==> config.mk <==
export PLATFORM = sky130hd
export DESIGN_NAME = icache_direct_flat
export DESIGN_NICKNAME = d
export VERILOG_FILES = /design/src/rtl/icache_direct_pkg.sv /design/src/rtl/icache_direct_if.sv /design/src/rtl/icache_direct.sv /design/src/flat_wrapper.sv
export SDC_FILE = /design/constraint.sdc
export NUM_CORES = 1
export LEC_CHECK = 0
export CAP_MARGIN = 40
export CORE_MARGIN = 2
export CORE_UTILIZATION = 55
export CTS_CLUSTER_DIAMETER = 40
export DETAILED_ROUTE_END_ITERATION = 12
export GPL_ROUTABILITY_DRIVEN = 0
export PLACE_DENSITY = 0.72
export SYNTH_ARGS = -nofsm -noshare
export SYNTH_HDL_FRONTEND = slang
export SYNTH_SLANG_ARGS = --single-unit
==> constraint.sdc <==
create_clock -name CLK -period 9.96 [get_ports CLK]
set_clock_uncertainty 0.2 [all_clocks]
set_input_delay 1.992 -clock CLK [delete_from_list [all_inputs] [get_ports CLK]]
set_output_delay 1.992 -clock CLK [all_outputs]
set_load 0.05 [all_outputs]
==> src/rtl/icache_direct_pkg.sv <==
// Shared types for the direct-mapped instruction cache: address decode,
// frame layout and fill FSM states.
package icache_direct_pkg;

  localparam int SETS  = 16;
  localparam int IDX_W = $clog2(SETS);
  localparam int TAG_W = 30 - IDX_W;

  typedef logic [31:0] word_t;

  typedef struct packed {
    logic [TAG_W-1:0] tag;
    logic [IDX_W-1:0] idx;
    logic [1:0]       bytoff;
  } icachef_t;

  typedef struct packed {
    logic             valid;
    logic [TAG_W-1:0] tag;
    word_t            data;
  } icache_frame_t;

  typedef enum logic {
    IDLE  = 1'b0,
    FETCH = 1'b1
  } icache_state_t;

endpackage

==> src/rtl/icache_direct_if.sv <==
// Fetch-side and memory-side signals of the instruction cache.
// Handshake: imemload is valid only in a cycle where ihit=1; iload is valid
// only in a cycle where iREN=1 and iwait=0, and iREN/iaddr hold until then.
interface icache_direct_if;
  import icache_direct_pkg::*;

  logic  imemREN;
  word_t imemaddr;
  logic  ihit;
  word_t imemload;
  logic  iREN;
  word_t iaddr;
  logic  iwait;
  word_t iload;

  modport cache (
    input  imemREN, imemaddr, iwait, iload,
    output ihit, imemload, iREN, iaddr
  );

  modport dp (
    output imemREN, imemaddr,
    input  ihit, imemload
  );

  modport mem (
    input  iREN, iaddr,
    output iwait, iload
  );

endinterface

==> src/rtl/icache_direct.sv <==
// Direct-mapped, one-word-per-block instruction cache. Hits are served
// combinationally; a miss runs a blocking single-request fill from memory.
module icache_direct
  import icache_direct_pkg::*;
(
  input  logic          CLK,
  input  logic          nRST,
  icache_direct_if.cache cif,
  output icache_state_t state_dbg
);

  icache_frame_t frames [SETS];
  icache_state_t state, next_state;
  word_t         miss_addr;
  icachef_t      req, miss;
  logic          hit, fill, latch_miss;
  logic          unused_bytoff;

  assign req  = icachef_t'(cif.imemaddr);
  assign miss = icachef_t'(miss_addr);
  assign unused_bytoff = ^{req.bytoff, miss.bytoff};

  assign hit = frames[req.idx].valid && (frames[req.idx].tag == req.tag);

  always_ff @(posedge CLK or negedge nRST) begin
    if (!nRST) begin
      state     <= IDLE;
      miss_addr <= '0;
    end else begin
      state <= next_state;
      if (latch_miss) miss_addr <= {cif.imemaddr[31:2], 2'b00};
    end
  end

  // Frames are written only on a completed fill; reset wipes every frame so
  // an aborted fill leaves nothing behind.
  always_ff @(posedge CLK or negedge nRST) begin
    if (!nRST) begin
      for (int i = 0; i < SETS; i++) frames[i] <= '0;
    end else if (fill) begin
      frames[miss.idx] <= '{valid: 1'b1, tag: miss.tag, data: cif.iload};
    end
  end

  always_comb begin
    next_state   = state;
    latch_miss   = 1'b0;
    fill         = 1'b0;
    cif.ihit     = 1'b0;
    cif.imemload = '0;
    cif.iREN     = 1'b0;
    cif.iaddr    = '0;
    unique case (state)
      IDLE: begin
        if (cif.imemREN && hit) begin
          cif.ihit     = 1'b1;
          cif.imemload = frames[req.idx].data;
        end else if (cif.imemREN) begin
          latch_miss = 1'b1;
          next_state = FETCH;
        end
      end
      FETCH: begin
        cif.iREN  = 1'b1;
        cif.iaddr = miss_addr;
        if (!cif.iwait) begin
          fill       = 1'b1;
          next_state = IDLE;
        end
      end
      default: next_state = IDLE;
    endcase
  end

  assign state_dbg = state;

endmodule

==> src/flat_wrapper.sv <==
// flat-port wrapper written by rule: the top's interface ports become plain ports
module icache_direct_flat import icache_direct_pkg::*;
  (CLK, nRST, state_dbg, cif_imemREN, cif_imemaddr, cif_iwait, cif_iload, cif_ihit, cif_imemload, cif_iREN, cif_iaddr);
  icache_direct_if cif_i ();
  input  logic CLK;
  input  logic nRST;
  output icache_state_t state_dbg;
  input wire logic [$bits(cif_i.imemREN)-1:0] cif_imemREN;
  input wire logic [$bits(cif_i.imemaddr)-1:0] cif_imemaddr;
  input wire logic [$bits(cif_i.iwait)-1:0] cif_iwait;
  input wire logic [$bits(cif_i.iload)-1:0] cif_iload;
  output wire logic [$bits(cif_i.ihit)-1:0] cif_ihit;
  output wire logic [$bits(cif_i.imemload)-1:0] cif_imemload;
  output wire logic [$bits(cif_i.iREN)-1:0] cif_iREN;
  output wire logic [$bits(cif_i.iaddr)-1:0] cif_iaddr;
  assign cif_i.imemREN = cif_imemREN;
  assign cif_i.imemaddr = cif_imemaddr;
  assign cif_i.iwait = cif_iwait;
  assign cif_i.iload = cif_iload;
  assign cif_ihit = cif_i.ihit;
  assign cif_imemload = cif_i.imemload;
  assign cif_iREN = cif_i.iREN;
  assign cif_iaddr = cif_i.iaddr;
  icache_direct u_core (.CLK(CLK), .nRST(nRST), .cif(cif_i), .state_dbg(state_dbg));
endmodule
Word level (Yosys, flattened, before mapping)
Cells that the tools add are included.
{"block": "totals", "elab_cells": 79, "input_bits": 68, "output_inout_bits": 67, "regBits": 975}
{"block": "op_classes", "n_lt_le_gt_ge": 3, "eq_ne": 1, "mux": 19, "reduce_logical": 3, "bitwise": 3}
{"cell": "bitwise mux 944 bit", "count": 1}
{"cell": "binary-select mux 59 bit (select 4 bit)", "count": 1}
{"cell": "demux 59 bit (select 4 bit)", "count": 1}
{"cell": "2-to-1 mux 59 bit", "count": 3}
{"cell": "2-to-1 mux 32 bit", "count": 3}
{"cell": "equality test 26 bit", "count": 1}
{"cell": "greater-or-equal comparator 5 bit, second input constant", "count": 2}
{"cell": "NOT 4 -> 5 bit", "count": 2}
{"cell": "2-to-1 mux 1 bit", "count": 9}
{"cell": "< comparator 5 x 1 -> 1 bit, second input constant", "count": 1}
{"cell": "logical AND 1 bit", "count": 3}
{"cell": "one-hot mux 1 bit (2 select lines)", "count": 1}
{"cell": "NOT 1 bit", "count": 1}

Depth between registers and ports, before layout
Gate-level depths: netlist of run 1.
{"block": "depth", "depth_word": 9, "ltp_mapped": 13, "mapped_depth_nobuf": 8}

Least setup slack after synthesis of run 1
Ideal clock, no wire load.
{"block": "synth_path", "path_type": "input-to-output", "from": "in cif_imemaddr[2]", "to": "out cif_imemload[0]", "n_path_buf": 4, "required_ns": 7.768, "path_stages": 12, "arrival_ns": 4.887, "setup_slack_ns": 2.881, "cell_sequence": "buf_4 buf_6 buf_6 mux4_2 mux2i_1 mux2i_1 xnor2_1 o2111ai_2 nor4_4 and4_1 buf_2 and2_1"}
{"block": "synth_via", "elab_chain_cells": 9}
{"element": "start: declaration", "line": "flat_wrapper.sv:9", "text": "input wire logic [$bits(cif_i.imemaddr)-1:0] cif_imemaddr;"}
{"element": "NOT 4 -> 5 bit (not written as such) (*)", "line": "icache_direct.sv:23, icache_direct.sv:57"}
{"element": "binary-select mux 59 bit (select 4 bit) (*)", "line": "icache_direct.sv:23, icache_direct.sv:57"}
{"element": "2-to-1 mux 59 bit (not written as such) (*) (2 in a row)", "line": "icache_direct.sv:57", "text": "cif.imemload = frames[req.idx].data;"}
{"element": "equality test 26 bit", "line": "icache_direct.sv:23", "text": "assign hit = frames[req.idx].valid && (frames[req.idx].tag == req.tag);"}
{"element": "logical AND 1 bit", "line": "icache_direct.sv:23"}
{"element": "logical AND 1 bit", "line": "icache_direct.sv:55", "text": "if (cif.imemREN && hit) begin"}
{"element": "2-to-1 mux 32 bit (*)", "line": "icache_direct.sv:55"}
{"element": "2-to-1 mux 32 bit (*)", "line": "icache_direct.sv:53", "text": "unique case (state)"}
{"element": "end: declaration", "line": "flat_wrapper.sv:13", "text": "output wire logic [$bits(cif_i.imemload)-1:0] cif_imemload;"}
Every way passes the cells marked *; elsewhere a longest branch is shown, timed or not. The select of a mux whose other input is x is not followed.

Final worst setup path of run 1
{"block": "layout_path", "from": "in cif_imemaddr[2]", "to": "out cif_imemload[8]"}
The elaborated chain is that of the path after synthesis.

==> summary.txt, run 1 <==
Status
  – Status: finished clean

Timing
  – RSZ-0062 raised after global routing: no
  – Headroom to the max-slew limit: 0.313
  – Setup Viol. Count Final: 0
  – Tcrit/Tclk final: 0.888
  – Setup TNS Final: 0 ns
  – Max-slew violation count: 0
  – Slack of the critical path: 1.12 ns
  – Final min period: 8.84 ns
  – Max frequency: 113 MHz
  – Hold Vio Cnt, Final: 0
  – Tightest Pin Transition: 1.03 ns

Pwr
  – P per Cell Area: 292 nW/um^2
  – Leakage: 23.5 nW
  – Worst IR drop on VDD: 0.180 mV

Logic synthesis
  – Mapped cell area: 44400 um^2
  – Flops & latches, synth: 975
  – Ys Warns: 0
  – Yosys top cell area share: 0.550
  – Syn Inst Count: 2732
  – Synthesized area per cell: 16.3 um^2
  – Asr flop ratio synth: 1.00
  – Synth area leaders: dfrtp_1 (55%), mux2_2 (24%), mux4_2 (13%), mux2i_1 (1.3%), mux2_4 (0.98%)
  – Most common cell in the netlist: dfrtp_1
  – EDFF count, synth: 0
  – Synth unique cells: 56
  – Sequential share of the synthesized area: 0.550
  – Main synth FF type: dfrtp_1
  – Most common library cells after synthesis: dfrtp_1 (975), mux2_2 (932), mux4_2 (254), clkbuf_1 (112), buf_1 (77)
  – Synth area leader: dfrtp_1

Critical path
  – Crit path buffers/inverters: 4
  – Crit. End Element: output port
  – Data required time at the worst endpoint: 7.77 ns
  – Critical Path Slowest Stage Cell: clkdlybuf4s50_1
  – CP arrival: 6.65 ns
  – CP Launch Type: primary input
  – Delay of the slowest cell on the worst path: 0.81 ns
  – CP Class: primary input to output port
  – CP cell instances: buf_8 -> buf_4 -> mux4_2 -> mux2i_1 -> mux2i_1 -> xnor2_1 -> nand4_1 -> nor4_2 -> and4_2 -> buf_4 -> and2_1 -> clkdlybuf4s50_1
  – Worst-path maximum fanout: 85
  – CP top delay family: buffers and inverters

Clock tree
  – Hold buffer count at CTS: 0
  – TritonCTS clock tree: built
  – Num CTS Buffers: 138
  – CTS max path bufs: 3
  – Worst-skew pair later-pin latency: 0.72 ns
  – H-tree depth: 4
  – Post-cts resize count: 0
  – TritonCTS Sinks: 975
  – Post-CTS Setup Inserts: 0
  – Clock transition at path regs: 0.05 ns
  – Root Driver: clkbuf_16

Route
  – DR vias/cell: 6.24
  – Number of detailed-route iterations in the first pass: 5
  – DR iter-0 viols: 1641
  – WL/cell: 27.6 um
  – Vias: 25000
  – Antenna-violating nets left: 0
  – Drt total wl: 110000 um
  – # DRC: 0

Floorplan
  – IO Pins: 135
  – Initial core utilization: 0.553
  – Die Y: 288 um
  – Die area: 83000 um^2
  – Core area: 80300 um^2
  – Row cnt: 104
  – Die W: 288 um

Global routing
  – Overflow after GRT: 0
  – Initial antenna violation count: 11
  – Vias in the first global route: 27800
  – Largest net degree at the start of global routing: 186
  – Tot GR Track Use: 0.275
  – First-pass GRT wire length: 170000 um

Hold path
  – Worst Hold Class: flop to flop

Final layout
  – Area growth syn-to-layout: 16.9%
  – Nets: 2898
  – Final Util: 0.647
  – Share of post-route cells with drive strength above 1: 0.532
  – # fillers: 5485

Placement
  – Dpl ws: 1.11 ns
  – IO buf count: 130
  – Hpwl dp: 62600 um

Flow run
  – Max-cap viol count: 0
where the power goes:
group | internal (W) | leakage [nW] | switching (W)
clock | 0.00339 | 2.44 | 0.00188
sequential | 0.00562 | 12.5 | 0.000940
combinational | 0.00216 | 8.48 | 0.00118
total | 0.0112 | 23.5 | 0.00400
sequential cells by signal, summed over array words and instances (netlist names):
register and flops:
u_core.frames 944, u_core.miss 30, u_core.state_dbg 1
logic make-up (layout without fill, tap and decap cells):
family / count (synthesis) / count (layout) / synth area share
mux: 1275 / 1275 / 0.389
flops: 975 / 975 / 0.550
simple gates: 152 / 152 / 0.0205
buf+inv: 245 / 456 / 0.0249
compound gates: 51 / 51 / 0.00922
xor+xnor: 33 / 33 / 0.00651
other cells: 1 / 4 / 0.0000845
cell type report:
cell class                 instances  area [um^2]  share of cell area
tap                             1060         1330              0.0256
multi-input combinational       1513        19000               0.366
sequential                       975        24400               0.470
clock buffer                     174         3870              0.0746
clock inverter                    80         1210              0.0233
antenna                            2         5.00           0.0000964
timing repair buffer             198         2060              0.0397
inverter                           4         17.5            0.000337
stage by stage:
stage          instance area, um^2  total power [W]  hold WS, ns  cells
6_report                     51900           0.0152        0.260   4006
5_1_grt                      51900           0.0159        0.274   4005
3_3_place_gp                 46500          0.00957        0.244   3738
4_1_cts                      51900           0.0152        0.262   4004
2_1_floorplan                44400          0.00893        0.229   2733
3_5_place_dp                 46800          0.00994        0.251   3750
layer usage:
| metal | vias to the layer above | global-route usage | share of wire |
|---|---|---|---|
| met3 | 199 | 0.0558 | 0.053 |
| li1 | 10400 | - | - |
| met5 | - | 0 | 0.00066 |
| met4 | 12 | 0.0912 | 0.026 |
| met1 | 13700 | 0.375 | 0.42 |
| met2 | 682 | 0.448 | 0.50 |
worst paths after layout:
| path | start | to | slack [ns] | depth (start not counted) |
|---|---|---|---|---|
| worst min register to register | u_core.frames[471] | u_core.frames[471] | 0.26 | 1 |
| max in group asynchronous | nRST | u_core.frames[654] | 6.20 | 3 |
| min in group asynchronous | nRST | u_core.frames[927] | 1.08 | 1 |
| worst max-delay path | cif_imemaddr[2] | cif_imemload[8] | 1.12 | 12 |
| worst min-delay path | u_core.frames[471] | u_core.frames[471] | 0.26 | 1 |
| worst max register to register | u_core.frames[43] | u_core.miss[29] | 6.38 | 9 |
cells in the final DEF, fill, tap and decap left out, types with 6 or more instances in the layout:
cell type,Yosys,final
a21oi_1,6,6
a221oi_1,7,7
and2_1,64,64
buf_12,0,6
buf_16,0,9
buf_4,11,57
bufinv_16,0,23
clkbuf_1,112,12
clkbuf_16,0,142
clkbuf_8,0,20
clkdlybuf4s50_1,0,120
clkinv_2,0,13
clkinv_4,0,11
clkinv_8,0,6
clkinvlp_4,0,17
dfrtp_1,975,974
inv_6,0,6
mux2_2,932,932
mux2_4,29,29
mux2i_1,58,58
mux4_2,254,254
nand2_1,20,11
nand2_4,0,9
nand2b_1,15,15
nor2b_1,14,10
or2_2,6,6
xnor2_1,28,28
(Power assumes the default switching activity.)
==> inputs of run 2 (changes only) <==
CTS_BUF_LIST = sky130_fd_sc_hd__clkbuf_2   (was default)
==> run 2 against run 1 <==
  * Clock power decreased by 49%
  * Largest power group unchanged
  * Wire length decreased by 0.34%
  * Sequential share of layout area increased by 2.8 points
  * Cell area decreased by 5.5%
  * Die area unchanged
  * Highest routed layer unchanged
  * Hold slack improved by 0.0080 ns
  * Critical path depth unchanged
  * Non-clock buffer count unchanged
  * Critical path type unchanged
  * Sequential power about the same
==> summary.txt, run 2 (synthesis results as in run 1) <==
Clock tree
  – Post-cts resize count: 0 (unchanged)
  – Post-CTS Setup Inserts: 0 (unchanged)
  – Worst-skew pair later-pin latency: 1.40 ns (was 0.72 ns)
  – H-tree depth: 5 (was 4)
  – Hold buffer count at CTS: 0 (unchanged)
  – TritonCTS clock tree: built (unchanged)
  – TritonCTS Sinks: 975 (unchanged)
  – Num CTS Buffers: 277 (was 138)
  – Root Driver: clkbuf_2 (was clkbuf_16)
  – CTS max path bufs: 4 (was 3)
  – Clock transition at path regs: 0.09 ns (was 0.05 ns)

Timing
  – Setup TNS Final: 0 ns (unchanged)
  – Max frequency: 113 MHz (about the same)
  – Final min period: 8.83 ns (was 8.84 ns)
  – Hold Vio Cnt, Final: 0 (unchanged)
  – Tcrit/Tclk final: 0.887 (was 0.888)
  – Headroom to the max-slew limit: 0.311 (was 0.313)
  – Setup Viol. Count Final: 0 (unchanged)
  – Tightest Pin Transition: 1.03 ns (about the same)
  – RSZ-0062 raised after global routing: no (unchanged)
  – Final Hold Slack: 0.268 ns (was 0.260 ns)
  – Slack of the critical path: 1.13 ns (was 1.12 ns)
  – Max-slew violation count: 0 (unchanged)

Floorplan
  – Die Y: 288 um (unchanged)
  – Row cnt: 104 (unchanged)
  – Core area: 80300 um^2 (unchanged)
  – Initial core utilization: 0.553 (unchanged)
  – IO Pins: 135 (unchanged)
  – Die area: 83000 um^2 (unchanged)
  – Die W: 288 um (unchanged)

Final layout
  – Share of post-route cells with drive strength above 1: 0.553 (was 0.532)
  – Final Util: 0.611 (was 0.647)
  – Most frequent cells in the layout: dfrtp_1 (974), mux2_2 (932), clkbuf_2 (390) (was dfrtp_1 (974), mux2_2 (932), mux4_2 (254))
  – Most common cell after layout, fill and taps aside: dfrtp_1 (unchanged)
  – Largest Register: u_core.frames (unchanged)
  – Nets: 3037 (was 2898)
  – Max FFs per register: 944 (unchanged)
  – Area growth syn-to-layout: 10.4% (was 16.9%)

Critical path
  – CP cell instances: buf_6 -> buf_4 -> mux4_2 -> mux2i_1 -> mux2i_1 -> xnor2_1 -> o2111ai_2 -> nor4_4 -> and4_2 -> buf_4 -> and2_1 -> clkdlybuf4s50_1 (was buf_8 -> buf_4 -> mux4_2 -> mux2i_1 -> mux2i_1 -> xnor2_1 -> nand4_1 -> nor4_2 -> and4_2 -> buf_4 -> and2_1 -> clkdlybuf4s50_1)
  – Crit. End Element: output port (unchanged)
  – Data required time at the worst endpoint: 7.77 ns (about the same)
  – CP arrival: 6.64 ns (was 6.65 ns)
  – CP Class: primary input to output port (unchanged)
  – Worst-path maximum fanout: 57 (was 85)
  – Delay of the slowest cell on the worst path: 0.81 ns (about the same)
  – Critical Path Slowest Stage Cell: clkdlybuf4s50_1 (unchanged)
  – CP Launch Type: primary input (unchanged)

Route
  – Drt total wl: 110000 um (about the same)
  – WL/cell: 26.3 um (was 27.6 um)
  – Antenna-violating nets left: 0 (unchanged)
  – # DRC: 0 (unchanged)
  – DR iter-0 viols: 1503 (was 1641)
  – Vias: 25600 (was 25000)
  – DR vias/cell: 6.12 (was 6.24)
  – Number of detailed-route iterations in the first pass: 7 (was 5)

Placement
  – Dpl ws: 1.11 ns (unchanged)
  – Hpwl dp: 62600 um (unchanged)
  – IO buf count: 130 (unchanged)

Global routing
  – Largest net degree at the start of global routing: 186 (unchanged)
  – First-pass GRT wire length: 170000 um (about the same)
  – Initial antenna violation count: 10 (was 11)
  – Vias in the first global route: 28900 (was 27800)
  – Overflow after GRT: 0 (unchanged)
  – Tot GR Track Use: 0.274 (was 0.275)

Hold path
  – Worst Hold Class: flop to flop (unchanged)

Pwr
  – P per Cell Area: 256 nW/um^2 (was 292 nW/um^2)
  – Leakage: 22.8 nW (was 23.5 nW)
  – Power Total: 0.0126 W (was 0.0152 W)
  – Worst IR drop on VDD: 0.116 mV (was 0.180 mV)

Flow run
  – Max-cap viol count: 0 (unchanged)

Status
  – Status: finished clean (unchanged)
-- run 2: cell types whose count changed in the layout (fill, tap and decap cells not counted), moves of 4 or more --
cell        change
clkbuf_2      +390
clkbuf_16     -142
clkinv_1       +28
clkbuf_8       -20
bufinv_16      -19
clkinvlp_4     -17
clkbuf_1       -12
clkinv_4       -11
clkinv_2       -10
clkinv_8        -6
inv_6           -6
inv_2           +4
-- run 2: final timing paths --
path	startpoint	end	slack [ns]	depth (start not counted)
worst min-delay path	u_core.frames[471]	u_core.frames[471]	0.27	1
max in group asynchronous	nRST	u_core.frames[653]	6.80	3
worst max register to register	u_core.frames[567]	u_core.miss[14]	6.34	8
worst max-delay path	cif_imemaddr[3]	cif_imemload[10]	1.13	12
worst min register to register	u_core.frames[471]	u_core.frames[471]	0.27	1
min in group asynchronous	nRST	u_core.frames[927]	0.46	1
-- run 2: per-layer routing --
metal  vias to the layer above  share of wire  global-route usage
li1                      10700              -                   -
met1                     13900           0.43               0.371
met2                       787           0.50               0.447
met3                       161          0.055              0.0618
met4                        10          0.017              0.0850
met5                         -        0.00054                   0
-- run 2: cell type report --
type	count	area (um^2)
Fill cell	5965	31300
Multi-Input combinational cell	1513	19000
Tap cell	1060	1330
Clock buffer	390	1950
Timing Repair Buffer	198	2060
Antenna cell	4	10.0
Sequential cell	975	24400
Inverter	4	17.5
Clock inverter	39	255
-- run 2: power by group --
| group | leakage [nW] | internal (W) | total, W | switching, W |
|---|---|---|---|---|
| sequential | 12.5 | 0.00560 | 0.00653 | 0.000929 |
| combinational | 8.48 | 0.00216 | 0.00333 | 0.00117 |
| clock | 1.75 | 0.00113 | 0.00271 | 0.00159 |
-- run 2: critical path, delay by kind of cell --
| family | cells | cell delay (ns) |
|---|---|---|
| buffers and inverters | 4 | 2.30 |
| AND/OR/NAND/NOR | 3 | 0.87 |
| multiplexers | 3 | 0.65 |
| XOR/XNOR | 1 | 0.43 |
| AO/OA/AOI/OAI | 1 | 0.24 |
-- run 2: through the flow --
stage / area (um^2) / cells
floorplan: 44400 / 2733
global placement: 46500 / 3738
detailed placement: 46800 / 3750
CTS: 49000 / 4179
global route: 49000 / 4182
finish: 49000 / 4183
==> variant 1 (config.mk and constraints of run 1) <==
Reset style: synchronous (`nRST`), changed in 2 clocked blocks.
--- a/src/rtl/icache_direct.sv
+++ b/src/rtl/icache_direct.sv
@@ -24,3 +24,3 @@
 
-  always_ff @(posedge CLK or negedge nRST) begin
+  always_ff @(posedge CLK) begin
     if (!nRST) begin
@@ -36,3 +36,3 @@
   // an aborted fill leaves nothing behind.
-  always_ff @(posedge CLK or negedge nRST) begin
+  always_ff @(posedge CLK) begin
     if (!nRST) begin
Behaviour: not the same (Yosys sat finds a counterexample within 4 cycles, from zero or initial values and one cycle with nRST low; the reset may be asserted at any time).
==> variant 1 against run 1 <==
- cell area down 0.48%
- area after synthesis fell by 0.19%
- sequential cell count stayed put
- setup slack got worse by 0.26 ns
- routed wire length rose by 9.3%
- maximum frequency shrank 2.8%
Power is not compared: it rests on default switching activity, and its combinational part moved more than twofold at a synthesized area within 25%.
==> variant 1: results (changes against run 1) <==
| Metric | Value |
|---|---|
| Pin count of the biggest net entering global routing | `98 (-47%)` |
| First-pass GRT wire length | `175000 um (+3.1%)` |
| Root Buffer Master | `clkbuf_16` |
| Crit path capture | `cif_imemload[25]` |
| Post-synth ARST share | `0 (-1.00)` |
| Area contributors post-synth | `edfxtp_1 (63%), and2_1 (14%), mux4_2 (13%), mux2i_1 (2.3%), dfxtp_1 (2.1%)` |
| Data arrival, critical path | `6.91 ns (+0.26 ns)` |
| Post-Route WL | `121000 um (+9.3%)` |
| Status | `finished, final reports clean` |
| Worst reg2reg setup slack | `6.28 ns (-0.10 ns)` |
| Max FO, Critical Path | `38 (-55%)` |
| Reg2Reg Depth | `6 (-3)` |
| Vias in the first global route | `26400 (-4.9%)` |
| Hpwl dp | `64300 um (+2.6%)` |
| RR Endpoint | `u_core.frames[1][21]` |
| Vias per cell | `6.22 (-0.37%)` |
| Tightest Pin Transition | `0.902 ns (-0.128 ns)` |
| Layout cells sized above 1 | `0.196 (-0.335)` |
| Sequential share of the synthesized area | `0.650 (+0.101)` |
| Reg2reg start | `u_core.state_dbg` |
| Placed instance area | `0.0471 sq mm (+0.70%)` |
| Gr usage total | `0.298 (+0.0224)` |
| Worst skew pair latency | `0.74 ns (+0.02 ns)` |
| CTS buffer count | `132 (-4.3%)` |
| Post-synth EDFFs | `928 (+928)` |
| Critical path origin | `cif_imemaddr[3]` |
| Max incr delay on CP | `0.82 ns` |
[variant 1: metal layers]
metal	wire [um]	track usage	vias up	share of wire
met3	12100	0.0581	281	0.10
li1	-	-	10500	-
met4	4220	0.112	0	0.035
met1	44400	0.392	13100	0.37
met5	0	0	-	0
met2	60100	0.495	1495	0.50
[variant 1: layout make-up]
| class | instances | area, sq um |
|---|---|---|
| antenna | 4 | 10.0 |
| clock buffer | 158 | 3520 |
| clock inverter | 85 | 977 |
| fill | 5531 | 28500 |
| inverter | 4 | 17.5 |
| multi-input combinational | 1591 | 14700 |
| sequential | 975 | 28800 |
| tap | 1060 | 1330 |
| timing repair buffer | 207 | 2280 |
[variant 1: power groups by stage]
| stage | clock [uW] | sequential (uW) | combinational (uW) |
|---|---|---|---|
| after floorplan | 0 | 4760 | 400 |
| after global placement | 0 | 4760 | 603 |
| after detailed placement | 0 | 4770 | 629 |
| after CTS | 4810 | 4690 | 632 |
| after global routing | 4980 | 4700 | 659 |
| final | 4780 | 4690 | 631 |
[variant 1: kinds of logic after synthesis]
logic type      share of synthesized area
buf+inv                            0.0246
simple gates                        0.154
xor+xnor                          0.00672
flops                               0.650
compound gates                     0.0107
other cells                     0.0000846
mux                                 0.154
[variant 1: stage by stage]
stage	total power (uW)	worst slack, ns	hold WS (ns)	cells
finish	10100	0.859	0.264	4084
global placement	5360	0.983	0.230	3816
detailed placement	5400	0.912	0.246	3837
global route	10300	0.600	0.267	4081
CTS	10100	0.905	0.260	4080
floorplan	5160	2.32	0.222	2822
[variant 1: worst min-delay path by stage]
stage	end	cells after the start	slack (ns)	start
2_1_floorplan	u_core.frames[0][58]	1	0.22	u_core.frames[0][58]
3_3_place_gp	u_core.frames[0][58]	1	0.23	u_core.frames[0][58]
3_5_place_dp	u_core.frames[3][58]	1	0.25	u_core.frames[3][58]
4_1_cts	u_core.frames[11][58]	1	0.26	u_core.frames[11][58]
5_1_grt	u_core.frames[11][58]	1	0.27	u_core.frames[11][58]
6_report	u_core.frames[0][58]	1	0.26	u_core.frames[0][58]
==> variant 2 (flow settings as in run 1) <==
Made on the original files. Set the package constant `SETS` to 8 (it was 16).
--- a/src/rtl/icache_direct_pkg.sv
+++ b/src/rtl/icache_direct_pkg.sv
@@ -4,3 +4,3 @@
 
-  localparam int SETS  = 16;
+  localparam int SETS  = 8;
   localparam int IDX_W = $clog2(SETS);
Function: not settled (the Yosys comparison gave no result); the edit may change what the design does.
==> variant 2 against run 1 <==
- cell count down 45%
- setup slack better by 0.49 ns
- synthesized cell count down 44%
- routed wire length down 53%
- cell area down 47%
- largest power group unchanged
- sequential cell count down 464
- core utilization up 0.86 points
- area after synthesis down 47%
- first-iteration DRC count down 55%
- power down 47%
- global-route usage down 3.1 points
==> variant 2: results (changes against run 1) <==
| Metric | Value |
|---|---|
| Area contributors post-synth | `dfrtp_1 (54%), mux2_2 (24%), mux4_2 (8.6%), mux2i_1 (4.1%), nor2_4 (1.4%)` |
| Worst hold path startpoint | `u_core.frames[479]` |
| Max FO, Critical Path | `23 (-73%)` |
| Hold slack | `0.270 ns (+0.00937 ns)` |
| Status | `finished, final reports clean` |
| Switching Fraction | `0.273 (+0.00903)` |
| 1st-pass router iterations | `4 (-1)` |
| Yosys warnings | `0 (unchanged)` |
| H-tree depth | `3 (-1)` |
| Maximum vdd drop | `0.162 mV (-9.5%)` |
| Grt met3 use | `0.0510 (-0.00479)` |
| Initial antenna violation count | `4 (-7)` |
| Met2 Use GR | `0.392 (-0.0555)` |
| Met2 Routed Length | `25000 um (-54%)` |
| Metal-1 WL | `23700 um (-49%)` |
| Layout cells sized above 1 | `0.469 (-0.0623)` |
| Finish-stage setup viols | `0 (unchanged)` |
| Clock Power | `2420 uW (-54%)` |
| Worst skew pair latency | `0.58 ns (-0.14 ns)` |
| Cells after DPL | `2094 (-44%)` |
| Data arrival, critical path | `6.16 ns (-0.49 ns)` |
| Initial DRC count | `745 (-55%)` |
| CTS buffer count | `69 (-50%)` |
| First-pass GRT wire length | `82900 um (-51%)` |
| Vias | `13300 (-47%)` |
| Filler cell count | `3060 (-44%)` |
| Pin count of the biggest net entering global routing | `185 (-0.54%)` |
| Gr usage total | `0.244 (-0.0311)` |
| Vias in the first global route | `14300 (-49%)` |
| Hpwl dp | `29200 um (-53%)` |
| Root Buffer Master | `clkbuf_16` |
| Sequential share of the synthesized area | `0.544 (-0.00561)` |
| Total power | `7990 uW (-47%)` |
| Reg with most FFs | `u_core.frames` |
| Post-Route WL | `52100 um (-53%)` |
| Hold depth | `1 (unchanged)` |
| Rel. slew slack | `0.298 (-0.0158)` |
| Routed length on met3 | `2300 um (-61%)` |
| Post-Syn Instances | `1521 (-44%)` |
| Distinct cells, synth | `49 (-13%)` |
| WHS Endpoint | `u_core.frames[479]` |
| M1 GR Usage | `0.344 (-0.0314)` |
| Clk slew on worst S/H paths | `0.05 ns (about the same)` |
| Max reg flops | `480 (-49%)` |
| Synth cell count leaders | `dfrtp_1 (511), mux2_2 (506), mux2i_1 (97)` |
| Vias per cell | `5.97 (-4.4%)` |
| Sequential group share of total power | `0.448 (+0.015)` |
| RR Endpoint | `u_core.miss[26]` |
| Reg2reg start | `u_core.frames[296]` |
| Crit-path leading delay family | `simple AND/OR/NAND/NOR gates` |
| Worst reg2reg setup slack | `6.14 ns (-0.24 ns)` |
| Leakage power total | `0.0119 uW (-49%)` |
| Maxcap violations | `0 (unchanged)` |
| Worst hold-check path type | `flop to flop` |
| Layout Nets | `1694 (-42%)` |
variant 2: cell types whose count changed after synthesis, sizes merged, moves of 25 or more:
cell / change
buf: -42
mux4: -164
clkbuf: -71
mux2i: +39
mux2: -455
nor2: +32
dfrtp: -464
and2: -35
xnor2: -25
variant 2: area by class of cell:
cell class / instances / area (sq um) / share of cell area
tap: 539 / 674 / 0.0245
multi-input combinational: 880 / 10100 / 0.368
clock inverter: 32 / 349 / 0.0127
inverter: 3 / 11.3 / 0.000409
clock buffer: 92 / 1950 / 0.0707
sequential: 511 / 12800 / 0.464
antenna: 2 / 5.00 / 0.000182
timing repair buffer: 161 / 1620 / 0.0590
variant 2: worst max-delay path by stage:
stage	slack, ns	start	end	cells past startpoint
after floorplan	3.04	cif_imemaddr[4]	cif_imemload[14]	12
after CTS	1.65	cif_imemaddr[3]	cif_imemload[2]	11
after global routing	1.53	cif_imemaddr[2]	cif_imemload[17]	11
after global placement	1.34	cif_imemaddr[3]	cif_imemload[29]	11
after detailed placement	1.67	cif_imemaddr[3]	cif_imemload[2]	11
final	1.61	cif_imemaddr[2]	cif_imemload[17]	11
variant 2: logic make-up (layout without fill, tap and decap cells):
group | after synthesis | after routing | synth area share
muxes | 695 | 695 | 0.372
DFF | 511 | 511 | 0.544
buffers and inverters | 131 | 288 | 0.0273
and+or+nand+nor | 123 | 123 | 0.0369
AOI/OAI and AO/OA | 44 | 44 | 0.0136
xor gates and xnor gates | 16 | 16 | 0.00596
other | 1 | 4 | 0.000160
variant 2: stage by stage:
stage	setup WS [ns]	instance area, sq um
finish	1.61	27500
CTS	1.65	27500
global route	1.53	27500
global placement	1.34	25200
detailed placement	1.67	25200
floorplan	3.04	23500
